[src/rtl/rv_ctrl_pkg.sv]
// rv_ctrl_pkg: shared definitions for the RV32 decode path.
//   - opcode constants and the func3 encodings used by branch/load/store
//   - result_src / imm_src / alu_op encodings
//   - ctrl_t, the packed control bundle, its width, and a helper that
//     builds the all-zero bundle flagged as illegal
package rv_ctrl_pkg;

    localparam logic [6:0] OP_LOAD   = 7'b0000011;
    localparam logic [6:0] OP_STORE  = 7'b0100011;
    localparam logic [6:0] OP_OP     = 7'b0110011;
    localparam logic [6:0] OP_IMM    = 7'b0010011;
    localparam logic [6:0] OP_BRANCH = 7'b1100011;
    localparam logic [6:0] OP_JAL    = 7'b1101111;
    localparam logic [6:0] OP_JALR   = 7'b1100111;
    localparam logic [6:0] OP_LUI    = 7'b0110111;
    localparam logic [6:0] OP_AUIPC  = 7'b0010111;

    localparam logic [2:0] F3_BEQ  = 3'b000;
    localparam logic [2:0] F3_BNE  = 3'b001;
    localparam logic [2:0] F3_BLT  = 3'b100;
    localparam logic [2:0] F3_BGE  = 3'b101;
    localparam logic [2:0] F3_BLTU = 3'b110;
    localparam logic [2:0] F3_BGEU = 3'b111;

    localparam logic [2:0] F3_LB  = 3'b000;
    localparam logic [2:0] F3_LH  = 3'b001;
    localparam logic [2:0] F3_LW  = 3'b010;
    localparam logic [2:0] F3_LBU = 3'b100;
    localparam logic [2:0] F3_LHU = 3'b101;

    localparam logic [2:0] F3_SB = 3'b000;
    localparam logic [2:0] F3_SH = 3'b001;
    localparam logic [2:0] F3_SW = 3'b010;

    localparam logic [1:0] RES_ALU = 2'b00;
    localparam logic [1:0] RES_MEM = 2'b01;
    localparam logic [1:0] RES_PC4 = 2'b10;
    localparam logic [1:0] RES_IMM = 2'b11;

    localparam logic [2:0] IMM_I = 3'b000;
    localparam logic [2:0] IMM_S = 3'b001;
    localparam logic [2:0] IMM_B = 3'b010;
    localparam logic [2:0] IMM_J = 3'b011;
    localparam logic [2:0] IMM_U = 3'b100;

    localparam logic [1:0] ALUOP_ADD   = 2'b00;
    localparam logic [1:0] ALUOP_BRCMP = 2'b01;
    localparam logic [1:0] ALUOP_FUNCT = 2'b10;

    typedef struct packed {
        logic       reg_write;
        logic       mem_write;
        logic       alu_src;
        logic       jump;
        logic       jalr;
        logic [1:0] result_src;
        logic [2:0] imm_src;
        logic [1:0] alu_op;
        logic [5:0] branch;   // {BGEU,BLTU,BGE,BLT,BNE,BEQ}
        logic [4:0] load;     // {LHU,LBU,LW,LH,LB}
        logic [2:0] store;    // {SW,SH,SB}
        logic       illegal;
    } ctrl_t;

    localparam int CTRL_W = $bits(ctrl_t);

    // Every control bit cleared, only the illegal flag raised.
    function automatic ctrl_t illegal_ctrl();
        ctrl_t c;
        c         = '0;
        c.illegal = 1'b1;
        return c;
    endfunction

endpackage

[src/rtl/rv_ctrl_decode.sv]
// rv_ctrl_decode: combinational RV32 main decoder with illegal detection.
// Ports:
//   op    [6:0]  instruction opcode field (instr[6:0])
//   func3 [2:0]  instruction func3 field (instr[14:12])
//   ctrl         decoded control bundle; illegal encodings yield
//                all-zero controls with ctrl.illegal = 1
// SUPPORT_U = 0 treats LUI/AUIPC as illegal.
module rv_ctrl_decode
    import rv_ctrl_pkg::*;
#(
    parameter int unsigned SUPPORT_U = 1
) (
    input  logic [6:0] op,
    input  logic [2:0] func3,
    output ctrl_t      ctrl
);

    ctrl_t ctrl_s;
    logic  bad_s;

    // Opcode/func3 decode; masks start at zero so nothing can carry over.
    always_comb begin
        ctrl_s = '0;
        bad_s  = 1'b0;
        case (op)
            OP_LOAD: begin
                ctrl_s.reg_write  = 1'b1;
                ctrl_s.alu_src    = 1'b1;
                ctrl_s.result_src = RES_MEM;
                ctrl_s.imm_src    = IMM_I;
                ctrl_s.alu_op     = ALUOP_ADD;
                case (func3)
                    F3_LB:   ctrl_s.load = 5'b00001;
                    F3_LH:   ctrl_s.load = 5'b00010;
                    F3_LW:   ctrl_s.load = 5'b00100;
                    F3_LBU:  ctrl_s.load = 5'b01000;
                    F3_LHU:  ctrl_s.load = 5'b10000;
                    default: bad_s       = 1'b1;
                endcase
            end
            OP_STORE: begin
                ctrl_s.mem_write = 1'b1;
                ctrl_s.alu_src   = 1'b1;
                ctrl_s.imm_src   = IMM_S;
                ctrl_s.alu_op    = ALUOP_ADD;
                case (func3)
                    F3_SB:   ctrl_s.store = 3'b001;
                    F3_SH:   ctrl_s.store = 3'b010;
                    F3_SW:   ctrl_s.store = 3'b100;
                    default: bad_s        = 1'b1;
                endcase
            end
            OP_OP: begin
                ctrl_s.reg_write = 1'b1;
                ctrl_s.alu_op    = ALUOP_FUNCT;
            end
            OP_IMM: begin
                ctrl_s.reg_write = 1'b1;
                ctrl_s.alu_src   = 1'b1;
                ctrl_s.imm_src   = IMM_I;
                ctrl_s.alu_op    = ALUOP_FUNCT;
            end
            OP_BRANCH: begin
                ctrl_s.imm_src = IMM_B;
                ctrl_s.alu_op  = ALUOP_BRCMP;
                case (func3)
                    F3_BEQ:  ctrl_s.branch = 6'b000001;
                    F3_BNE:  ctrl_s.branch = 6'b000010;
                    F3_BLT:  ctrl_s.branch = 6'b000100;
                    F3_BGE:  ctrl_s.branch = 6'b001000;
                    F3_BLTU: ctrl_s.branch = 6'b010000;
                    F3_BGEU: ctrl_s.branch = 6'b100000;
                    default: bad_s         = 1'b1;
                endcase
            end
            OP_JAL: begin
                ctrl_s.reg_write  = 1'b1;
                ctrl_s.jump       = 1'b1;
                ctrl_s.result_src = RES_PC4;
                ctrl_s.imm_src    = IMM_J;
            end
            OP_JALR: begin
                ctrl_s.reg_write  = 1'b1;
                ctrl_s.alu_src    = 1'b1;
                ctrl_s.jump       = 1'b1;
                ctrl_s.jalr       = 1'b1;
                ctrl_s.result_src = RES_PC4;
                ctrl_s.imm_src    = IMM_I;
                if (func3 != 3'b000) begin
                    bad_s = 1'b1;
                end else begin
                    bad_s = 1'b0;
                end
            end
            OP_LUI: begin
                ctrl_s.reg_write  = 1'b1;
                ctrl_s.result_src = RES_IMM;
                ctrl_s.imm_src    = IMM_U;
                bad_s             = (SUPPORT_U == 0);
            end
            OP_AUIPC: begin
                ctrl_s.reg_write = 1'b1;
                ctrl_s.alu_src   = 1'b1;
                ctrl_s.imm_src   = IMM_U;
                ctrl_s.alu_op    = ALUOP_ADD;
                bad_s            = (SUPPORT_U == 0);
            end
            default: bad_s = 1'b1;
        endcase
    end

    // Illegal encodings squash every control bit.
    always_comb begin
        if (bad_s) begin
            ctrl = illegal_ctrl();
        end else begin
            ctrl = ctrl_s;
        end
    end

endmodule

[src/rtl/decode_stage.sv]
// decode_stage: registered, handshaked decode stage between fetch and execute.
// One output register backed by a single skid entry; in_ready is taken
// straight from the skid-full flop so out_ready never reaches it
// combinationally.
// Ports:
//   clk, rst (sync active-high), flush (drop held + incoming this cycle)
//   in_valid/in_ready/in_instr/in_pc        upstream handshake
//   out_valid/out_ready/out_instr/out_pc    downstream handshake
//   reg_write, mem_write, alu_src, jump, jalr, result_src, imm_src,
//   alu_op, branch, load, store, illegal     registered control bundle
//   ill_count  saturating count of illegal instructions handed downstream
module decode_stage
    import rv_ctrl_pkg::*;
#(
    parameter int unsigned XLEN      = 32,
    parameter int unsigned SUPPORT_U = 1,
    parameter int unsigned CNT_W     = 16
) (
    input  logic             clk,
    input  logic             rst,
    input  logic             flush,
    input  logic             in_valid,
    output logic             in_ready,
    input  logic [31:0]      in_instr,
    input  logic [XLEN-1:0]  in_pc,
    output logic             out_valid,
    input  logic             out_ready,
    output logic [31:0]      out_instr,
    output logic [XLEN-1:0]  out_pc,
    output logic             reg_write,
    output logic             mem_write,
    output logic             alu_src,
    output logic             jump,
    output logic             jalr,
    output logic [1:0]       result_src,
    output logic [2:0]       imm_src,
    output logic [1:0]       alu_op,
    output logic [5:0]       branch,
    output logic [4:0]       load,
    output logic [2:0]       store,
    output logic             illegal,
    output logic [CNT_W-1:0] ill_count
);

    typedef struct packed {
        logic [31:0]     instr;
        logic [XLEN-1:0] pc;
        ctrl_t           ctrl;
    } entry_t;

    ctrl_t  dec_ctrl_s;
    entry_t in_entry_s;
    logic   in_acc_s;
    logic   out_hs_s;

    logic             out_valid_q, out_valid_d;
    entry_t           out_q, out_d;
    logic             skid_full_q, skid_full_d;
    entry_t           skid_q, skid_d;
    logic [CNT_W-1:0] ill_count_q, ill_count_d;

    rv_ctrl_decode #(
        .SUPPORT_U (SUPPORT_U)
    ) u_dec (
        .op    (in_instr[6:0]),
        .func3 (in_instr[14:12]),
        .ctrl  (dec_ctrl_s)
    );

    // Next-state for the output register, skid entry and counter.
    always_comb begin
        out_valid_d = out_valid_q;
        out_d       = out_q;
        skid_full_d = skid_full_q;
        skid_d      = skid_q;
        ill_count_d = ill_count_q;

        in_entry_s = '{instr: in_instr, pc: in_pc, ctrl: dec_ctrl_s};
        in_acc_s   = in_valid & ~skid_full_q;
        out_hs_s   = out_valid_q & out_ready;

        if (flush) begin
            out_valid_d = 1'b0;
            skid_full_d = 1'b0;
        end else if (skid_full_q) begin
            // in_ready is low here, so only the skid drain can happen.
            if (out_ready) begin
                out_d       = skid_q;
                skid_full_d = 1'b0;
            end else begin
                out_d = out_q;
            end
        end else if (in_acc_s) begin
            if (!out_valid_q || out_ready) begin
                out_d       = in_entry_s;
                out_valid_d = 1'b1;
            end else begin
                skid_d      = in_entry_s;
                skid_full_d = 1'b1;
            end
        end else if (out_ready) begin
            out_valid_d = 1'b0;
        end else begin
            out_valid_d = out_valid_q;
        end

        // A flushed cycle hands nothing downstream, so it never counts.
        if (!flush && out_hs_s && out_q.ctrl.illegal && (ill_count_q != {CNT_W{1'b1}})) begin
            ill_count_d = ill_count_q + {{(CNT_W-1){1'b0}}, 1'b1};
        end else begin
            ill_count_d = ill_count_q;
        end
    end

    // State registers with synchronous reset.
    always_ff @(posedge clk) begin
        if (rst) begin
            out_valid_q <= 1'b0;
            out_q       <= '0;
            skid_full_q <= 1'b0;
            skid_q      <= '0;
            ill_count_q <= '0;
        end else begin
            out_valid_q <= out_valid_d;
            out_q       <= out_d;
            skid_full_q <= skid_full_d;
            skid_q      <= skid_d;
            ill_count_q <= ill_count_d;
        end
    end

    assign in_ready   = ~skid_full_q;
    assign out_valid  = out_valid_q;
    assign out_instr  = out_q.instr;
    assign out_pc     = out_q.pc;
    assign reg_write  = out_q.ctrl.reg_write;
    assign mem_write  = out_q.ctrl.mem_write;
    assign alu_src    = out_q.ctrl.alu_src;
    assign jump       = out_q.ctrl.jump;
    assign jalr       = out_q.ctrl.jalr;
    assign result_src = out_q.ctrl.result_src;
    assign imm_src    = out_q.ctrl.imm_src;
    assign alu_op     = out_q.ctrl.alu_op;
    assign branch     = out_q.ctrl.branch;
    assign load       = out_q.ctrl.load;
    assign store      = out_q.ctrl.store;
    assign illegal    = out_q.ctrl.illegal;
    assign ill_count  = ill_count_q;

endmodule

[config.mk]
export PLATFORM = sky130hd
export DESIGN_NAME = decode_stage
export DESIGN_NICKNAME = d
export VERILOG_FILES = /design/src/rtl/rv_ctrl_pkg.sv /design/src/rtl/rv_ctrl_decode.sv /design/src/rtl/decode_stage.sv
export SDC_FILE = /design/constraint.sdc
export NUM_CORES = 1
export LEC_CHECK = 0
export CAP_MARGIN = 20
export CORE_ASPECT_RATIO = 1.75
export CORE_MARGIN = 4
export CORE_UTILIZATION = 51
export DETAILED_ROUTE_END_ITERATION = 6
export PLACE_DENSITY = 0.89
export SLEW_MARGIN = 0
export SYNTH_ARGS = -nofsm -noshare
export SYNTH_HDL_FRONTEND = slang
export SYNTH_SLANG_ARGS = --single-unit
[constraint.sdc]
create_clock -name clk -period 2.47 [get_ports clk]
set_input_delay 0.494 -clock clk [delete_from_list [all_inputs] [get_ports clk]]
set_output_delay 0.494 -clock clk [all_outputs]
set_load 0.01 [all_outputs]
== Word-level counts from Yosys, hierarchy flattened ==
Cells that the tools add are included.

* Input port bits: 69
* Bits in registers: 200
* Output and inout port bits: 109
* Word-level logic and storage cells: 110

* Add/subtract/negate cells: 1
* Muxes and demuxes: 31
* Equal/unequal tests: 18
* Reduce and logical (&&, ||, !) cells: 24
* Bitwise operators: 5

{| class="wikitable"
|+ Operators by type and width
! operator !! count
|-
| 91-bit two-way mux || 4
|-
| 6-bit one-hot mux with 6 select lines || 1
|-
| 27-bit two-way mux || 1
|-
| 5-bit one-hot mux with 5 select lines || 1
|-
| 7-bit by 6-bit == test with 1-bit output (second input constant) || 3
|-
| 7-bit == test (second input constant) || 3
|-
| 16-bit by 1-bit adder with 16-bit output (second input constant) || 1
|-
| 1-bit two-way mux || 16
|-
| 16-bit != test (second input constant) || 1
|-
| 5-bit OR reduction || 3
|-
| 7-bit by 5-bit == test with 1-bit output (second input constant) || 2
|-
| 3-bit == test (second input constant) || 4
|-
| 3-bit one-hot mux with 4 select lines || 1
|-
| 3-bit one-hot mux with 3 select lines || 1
|-
| 4-bit AND reduction || 2
|-
| 2-bit OR reduction || 4
|-
| 7-bit by 2-bit == test with 1-bit output (second input constant) || 1
|-
| 7-bit OR reduction || 1
|-
| 6-bit two-way mux || 1
|-
| 2-bit one-hot mux with 3 select lines || 1
|-
| 2-bit nonzero test || 3
|-
| 6-bit OR reduction || 1
|-
| 5-bit two-way mux || 1
|-
| 1-bit one-hot mux with 5 select lines || 1
|-
| 15 further kinds || 21
|}

== Longest topological paths before layout ==
* Depth in word-level cells: 8
* Gate-level depth with buffers: 7
* Gate-level depth less buffers: 6

== Hierarchy ==
From an unflattened synthesis, not the netlist that was laid out.

* Cell total of the unflattened synthesis: 983
* Area, all modules: 8460.6 um2

{| class="wikitable"
|+ Modules (own cells, without submodules)
! module !! cells each !! seq. area each (um2) !! instances !! area each (um2)
|-
| decode_stage || 909 || 4003.8 || 1 || 7952.6
|-
| rv_ctrl_decode || 74 || 0.0 || 1 || 508.0
|}

== Worst setup path before layout ==
No wires, ideal clock.

* Kind: input -> register
* From: input flush
* To: register ill_count_q[13] (netlist: ill_count[13])
* Library setup time: 0.128 ns
* Stages: 6
* Arrival: 1.837 ns
* Setup slack: 0.505 ns
* Data required time: 2.342 ns
* Path buffers: 1
* Path through: buf_6 nand4b_4 or4_4 and4bb_1 xnor2_1 nor2_1

* Cells in the longest elaborated chain, start to end: 4

{| class="wikitable"
|+ RTL lines
! element !! RTL line !! RTL
|-
| start: declaration || decode_stage.sv:21 || <nowiki>input logic flush,</nowiki>
|-
| 1-bit logical NOT || decode_stage.sv:108 || <nowiki>if (!flush && out_hs_s && out_q.ctrl.illegal && (ill_count_q != {CNT_W{1'b1}})) begin</nowiki>
|-
| 1-bit logical AND (3 in a row) || decode_stage.sv:108 ||
|-
| end signal: assignment || decode_stage.sv:128 || <nowiki>ill_count_q <= ill_count_d;</nowiki>
|-
| end: declaration || decode_stage.sv:60 || <nowiki>logic [CNT_W-1:0] ill_count_q, ill_count_d;</nowiki>
|}

Every way passes these cells.
A chain may end at the register's enable or synchronous reset.

== Worst setup path in the final report ==
* From: input in_instr[14]
* To: register skid_q[26] (netlist bit)

* Cells in the longest elaborated chain, start to end: 5
* Elaborated cells between the ends (all ways): 17
* Those cells by class: 6 x eq/ne; 6 x mux; 5 x reduce/logical

{| class="wikitable"
|+ RTL lines
! element !! RTL line !! RTL
|-
| start: declaration || decode_stage.sv:24 || <nowiki>input logic [31:0] in_instr,</nowiki>
|-
| 3-bit by 1-bit == test with 1-bit output (tied with other cells) || rv_ctrl_decode.sv:32, rv_ctrl_decode.sv:46, rv_ctrl_decode.sv:66 ||
|-
| 6-bit OR reduction (no line) (tied with other cells) || n/a ||
|-
| 1-bit two-way mux (on tied branches) || rv_ctrl_decode.sv:66, rv_ctrl_decode.sv:32, rv_ctrl_decode.sv:46 ||
|-
| 1-bit one-hot mux with 5 select lines (*) || rv_ctrl_decode.sv:25 || <nowiki>case (op)</nowiki>
|-
| 27-bit two-way mux (*) || rv_ctrl_decode.sv:114 || <nowiki>if (bad_s) begin</nowiki>
|-
| end signal: assignment || decode_stage.sv:127 || <nowiki>skid_q <= skid_d;</nowiki>
|-
| end: declaration || decode_stage.sv:59 || <nowiki>entry_t skid_q, skid_d;</nowiki>
|}

Every way passes the cells marked *; elsewhere a longest branch is shown, timed or not.

==> results.sh <==
export IMPL_status="finished, final reports clean"
export IMPL_clk_pin_slew_ns=0.08
export IMPL_fillers=1197
export IMPL_routedWlPerCell_um=17.06
export IMPL_slew_violations=0
export IMPL_finalCoreUtilization=0.6888
export IMPL_relSlewSlack=0.4608
export IMPL_min_path_type="input pin to register"
export IMPL_grt_max_degree=98
export IMPL_final_min_clock_period_ns=2.138
export IMPL_min_period_over_period=0.8658
export IMPL_rsz0062_at_grt="false"
export IMPL_syn_cell_area_um2=8334
export IMPL_place_area_um2=10410
export IMPL_leakagePower_nw=3.706
export IMPL_maxCapViolCount=0
export IMPL_die_h_um=177.1
export IMPL_multiInputGateArea_um2=3969
export IMPL_r2r_slack_ns=0.57
export IMPL_cts_made_buffers=17
export IMPL_synth_seq_cells=200
export IMPL_tightest_slew_ns=0.8088
export IMPL_drc=0
export IMPL_grtUsageMet2=0.4320
export IMPL_met3_usage=0.04965
export IMPL_rows=61
export IMPL_grt_pass1_vias=7604
export IMPL_ir_drop_mv=0.5020
export IMPL_area_growth_pct=31.84
export IMPL_crit_buf_inv=1
export IMPL_ff2ff_path_depth=4
export IMPL_pwr_density_cell_nw_per_um2=624.5
export IMPL_routed_wl_mm=22.58
export IMPL_regArea_um2=4008
export IMPL_cts_hold_buf=0
export IMPL_critPathTopFamily="compound AO/OA/AOI/OAI gates"
export IMPL_reg2reg_from="out_valid"
export IMPL_drtAntennaViolNets=0
export IMPL_final_cells=1324
export IMPL_cts_sinks=200
export IMPL_clockRootBuffer="clkbuf_16"
export IMPL_synth_async_reset_ratio=0
export IMPL_cts_max_level=4
export IMPL_numPlacedInstances=1293
export IMPL_synth_cell_types=52
export IMPL_grt_pass1_wl_mm=36.91
export IMPL_die_area_um2=18530
export IMPL_diodes=0
export IMPL_synth_edff_count=0
export IMPL_clkLatencyLatePin_ns=0.43
export IMPL_port_buffers=177
export IMPL_hold_viol=0
export IMPL_max_stage_delay_ns=0.64
export IMPL_via_per_inst=5.825
export IMPL_post_cts_setup_buffers=0
export IMPL_ys_warn_count=0
export IMPL_drive_gt1_frac=0.07665
export IMPL_start_util=0.5225
export IMPL_post_cts_resized=0
export IMPL_nets=1193
export IMPL_worstSetupPathType="input pin to register"
export IMPL_setup_violations=0
export IMPL_top_usage_layer="met2"
export IMPL_syn_inst=970
export IMPL_r2r_end="skid_q[26]"
export IMPL_core_um2=15950
export IMPL_whs_ns=0.4531
export IMPL_die_x_um=104.6
export IMPL_antenna_found_initial=0
export IMPL_crit_fanout=10
export IMPL_end_kind="register"
export IMPL_ys_flop_type="dfxtp_1"
export IMPL_fmax_mhz=467.6
export IMPL_cts_tree="built"
export IMPL_p_total_mw=6.862
export IMPL_slowest_stage="clkdlybuf4s50_1"
export IMPL_use_met1=0.2714
export IMPL_finalClockSkew_ns=0.01004
export IMPL_gp_congestion=0.8800
export IMPL_via_count=7712
export IMPL_grt_overflow_total=0
export IMPL_grt_usage=0.2422
export IMPL_yosysSeqAreaShare=0.4804
export IMPL_firstDrtPassIters=5
export IMPL_drtIter0Drc=430
export IMPL_required_ns=2.79
export IMPL_min_delay_start="rst"
export IMPL_clock_path_buffers=2
export IMPL_critical_path_cell_chain="clkdlybuf4s50_1 > nor3_1 > nor4_1 > a31oi_1 > nand2_2 > o41ai_1"
export IMPL_hold_path_cell_count=2
export IMPL_cp_arrival_ns=2.46
export IMPL_hpwl_mm=15.28
export IMPL_synth_area_per_cell_um2=8.592
export IMPL_stdcell_area_um2=10990
export IMPL_synth_nets=1040
export IMPL_io_pins=178
export IMPL_critPathLaunchType="input pin"
export IMPL_min_to="ill_count[7]"
==> report_power, final <==
group | internal [mW] | total, mW | switching (mW) | leakage (nW)
sequential | 3.31 | 3.37 | 0.0540 | 1.63
clock | 1.44 | 2.77 | 1.33 | 0.289
combinational | 0.371 | 0.725 | 0.354 | 1.79
total | 5.12 | 6.86 | 1.74 | 3.71
==> synthesized netlist by cell type, types with 2 or more instances <==
library cell / n / share of area
a211oi_1: 74 / 0.067
a21oi_1: 101 / 0.061
a22o_1: 6 / 0.0063
a31oi_1: 2 / 0.0015
a32o_1: 4 / 0.0048
and3_1: 16 / 0.012
and3b_1: 2 / 0.0021
and4b_1: 2 / 0.0024
and4bb_2: 2 / 0.0030
buf_2: 29 / 0.017
clkbuf_1: 51 / 0.023
dfxtp_1: 200 / 0.48
inv_1: 5 / 0.0023
mux2i_1: 64 / 0.077
nand2_1: 158 / 0.071
nand2b_1: 2 / 0.0015
nand3_1: 16 / 0.0096
nand3b_1: 3 / 0.0027
nand4_1: 6 / 0.0045
nor2_1: 115 / 0.052
nor2b_1: 4 / 0.0030
nor3_1: 13 / 0.0078
nor3_2: 3 / 0.0036
nor3b_1: 2 / 0.0018
nor4_1: 6 / 0.0045
nor4b_1: 2 / 0.0021
nor4b_2: 2 / 0.0036
o211ai_1: 4 / 0.0036
o21a_1: 2 / 0.0018
o21ai_0: 16 / 0.0096
o22ai_1: 6 / 0.0045
o31ai_1: 3 / 0.0027
o32ai_1: 11 / 0.012
o41ai_1: 4 / 0.0042
or3_1: 7 / 0.0053
xnor2_1: 11 / 0.012
==> cell families after synthesis <==
logic type	share of synthesized area
AOI/OAI and AO/OA	0.1841
xor gates and xnor gates	0.01156
adders and majority gates	0.001501
buffers and inverters	0.04504
DFF	0.4804
muxes	0.07686
and+or+nand+nor	0.2006
==> worst max path at each step <==
stage	startpoint	endpoint	slack, ns	cells after the start
6_report	in_instr[14]	skid_q[26]	0.33	6
2_1_floorplan	flush	ill_count[13]	0.51	6
3_3_place_gp	out_ready	ill_count[13]	0.03	6
4_1_cts	in_instr[5]	skid_q[26]	0.38	5
5_1_grt	in_instr[5]	skid_q[24]	0.24	5
3_5_place_dp	out_ready	skid_q[26]	-0.06	4
==> metal layers <==
| layer | up-vias | part of all wire |
|---|---|---|
| li1 | 3750 | - |
| met1 | 3579 | 0.38 |
| met2 | 307 | 0.52 |
| met3 | 76 | 0.059 |
| met4 | 0 | 0.046 |
| met5 | - | 0 |
==> final cells by class <==
| class | count | area share |
|---|---|---|
| sequential | 200 | 0.3647 |
| multi-input combinational | 682 | 0.3612 |
| timing repair buffer | 217 | 0.1978 |
| clock buffer | 17 | 0.03872 |
| tap | 189 | 0.02152 |
| clock inverter | 14 | 0.01435 |
| inverter | 5 | 0.001708 |
==> per-stage QoR <==
stage	TNS, ns	worst slack [ns]
floorplan	0	0.5054
global placement	0	0.02729
detailed placement	-0.5284	-0.06452
CTS	0	0.3836
global route	0	0.2382
finish	0	0.3316
==> placed cells by master, fill, tap and decap left out, drive strengths merged, types with 3 or more instances in the layout <==
| cell type | instances |
|---|---|
| clkinv | 5 |
| o21ai | 16 |
| a32o | 4 |
| o31ai | 3 |
| nor4b | 4 |
| buf | 41 |
| xnor2 | 11 |
| inv | 13 |
| or3 | 7 |
| a211oi | 74 |
| nand3 | 16 |
| nand2 | 159 |
| clkbuf | 17 |
| o211ai | 4 |
| o41ai | 4 |
| nor2b | 4 |
| nor2 | 115 |
| nor3 | 16 |
| nand3b | 3 |
| clkdlybuf4s50 | 176 |
| mux2i | 64 |
| dfxtp | 200 |
| nand4 | 6 |
| o22ai | 6 |
| and4bb | 3 |
| a22o | 6 |
| nor4 | 6 |
| a21oi | 101 |
| and3 | 16 |
| o32ai | 11 |
==> sequential cells by signal, summed over array words and instances (netlist names), 3 cells and up <==
signal,count
skid_q,91
out_pc,32
out_instr,32
store,3
load,5
imm_src,3
branch,6
ill_count,16
Note: power is estimated with default switching activity, not from simulation.
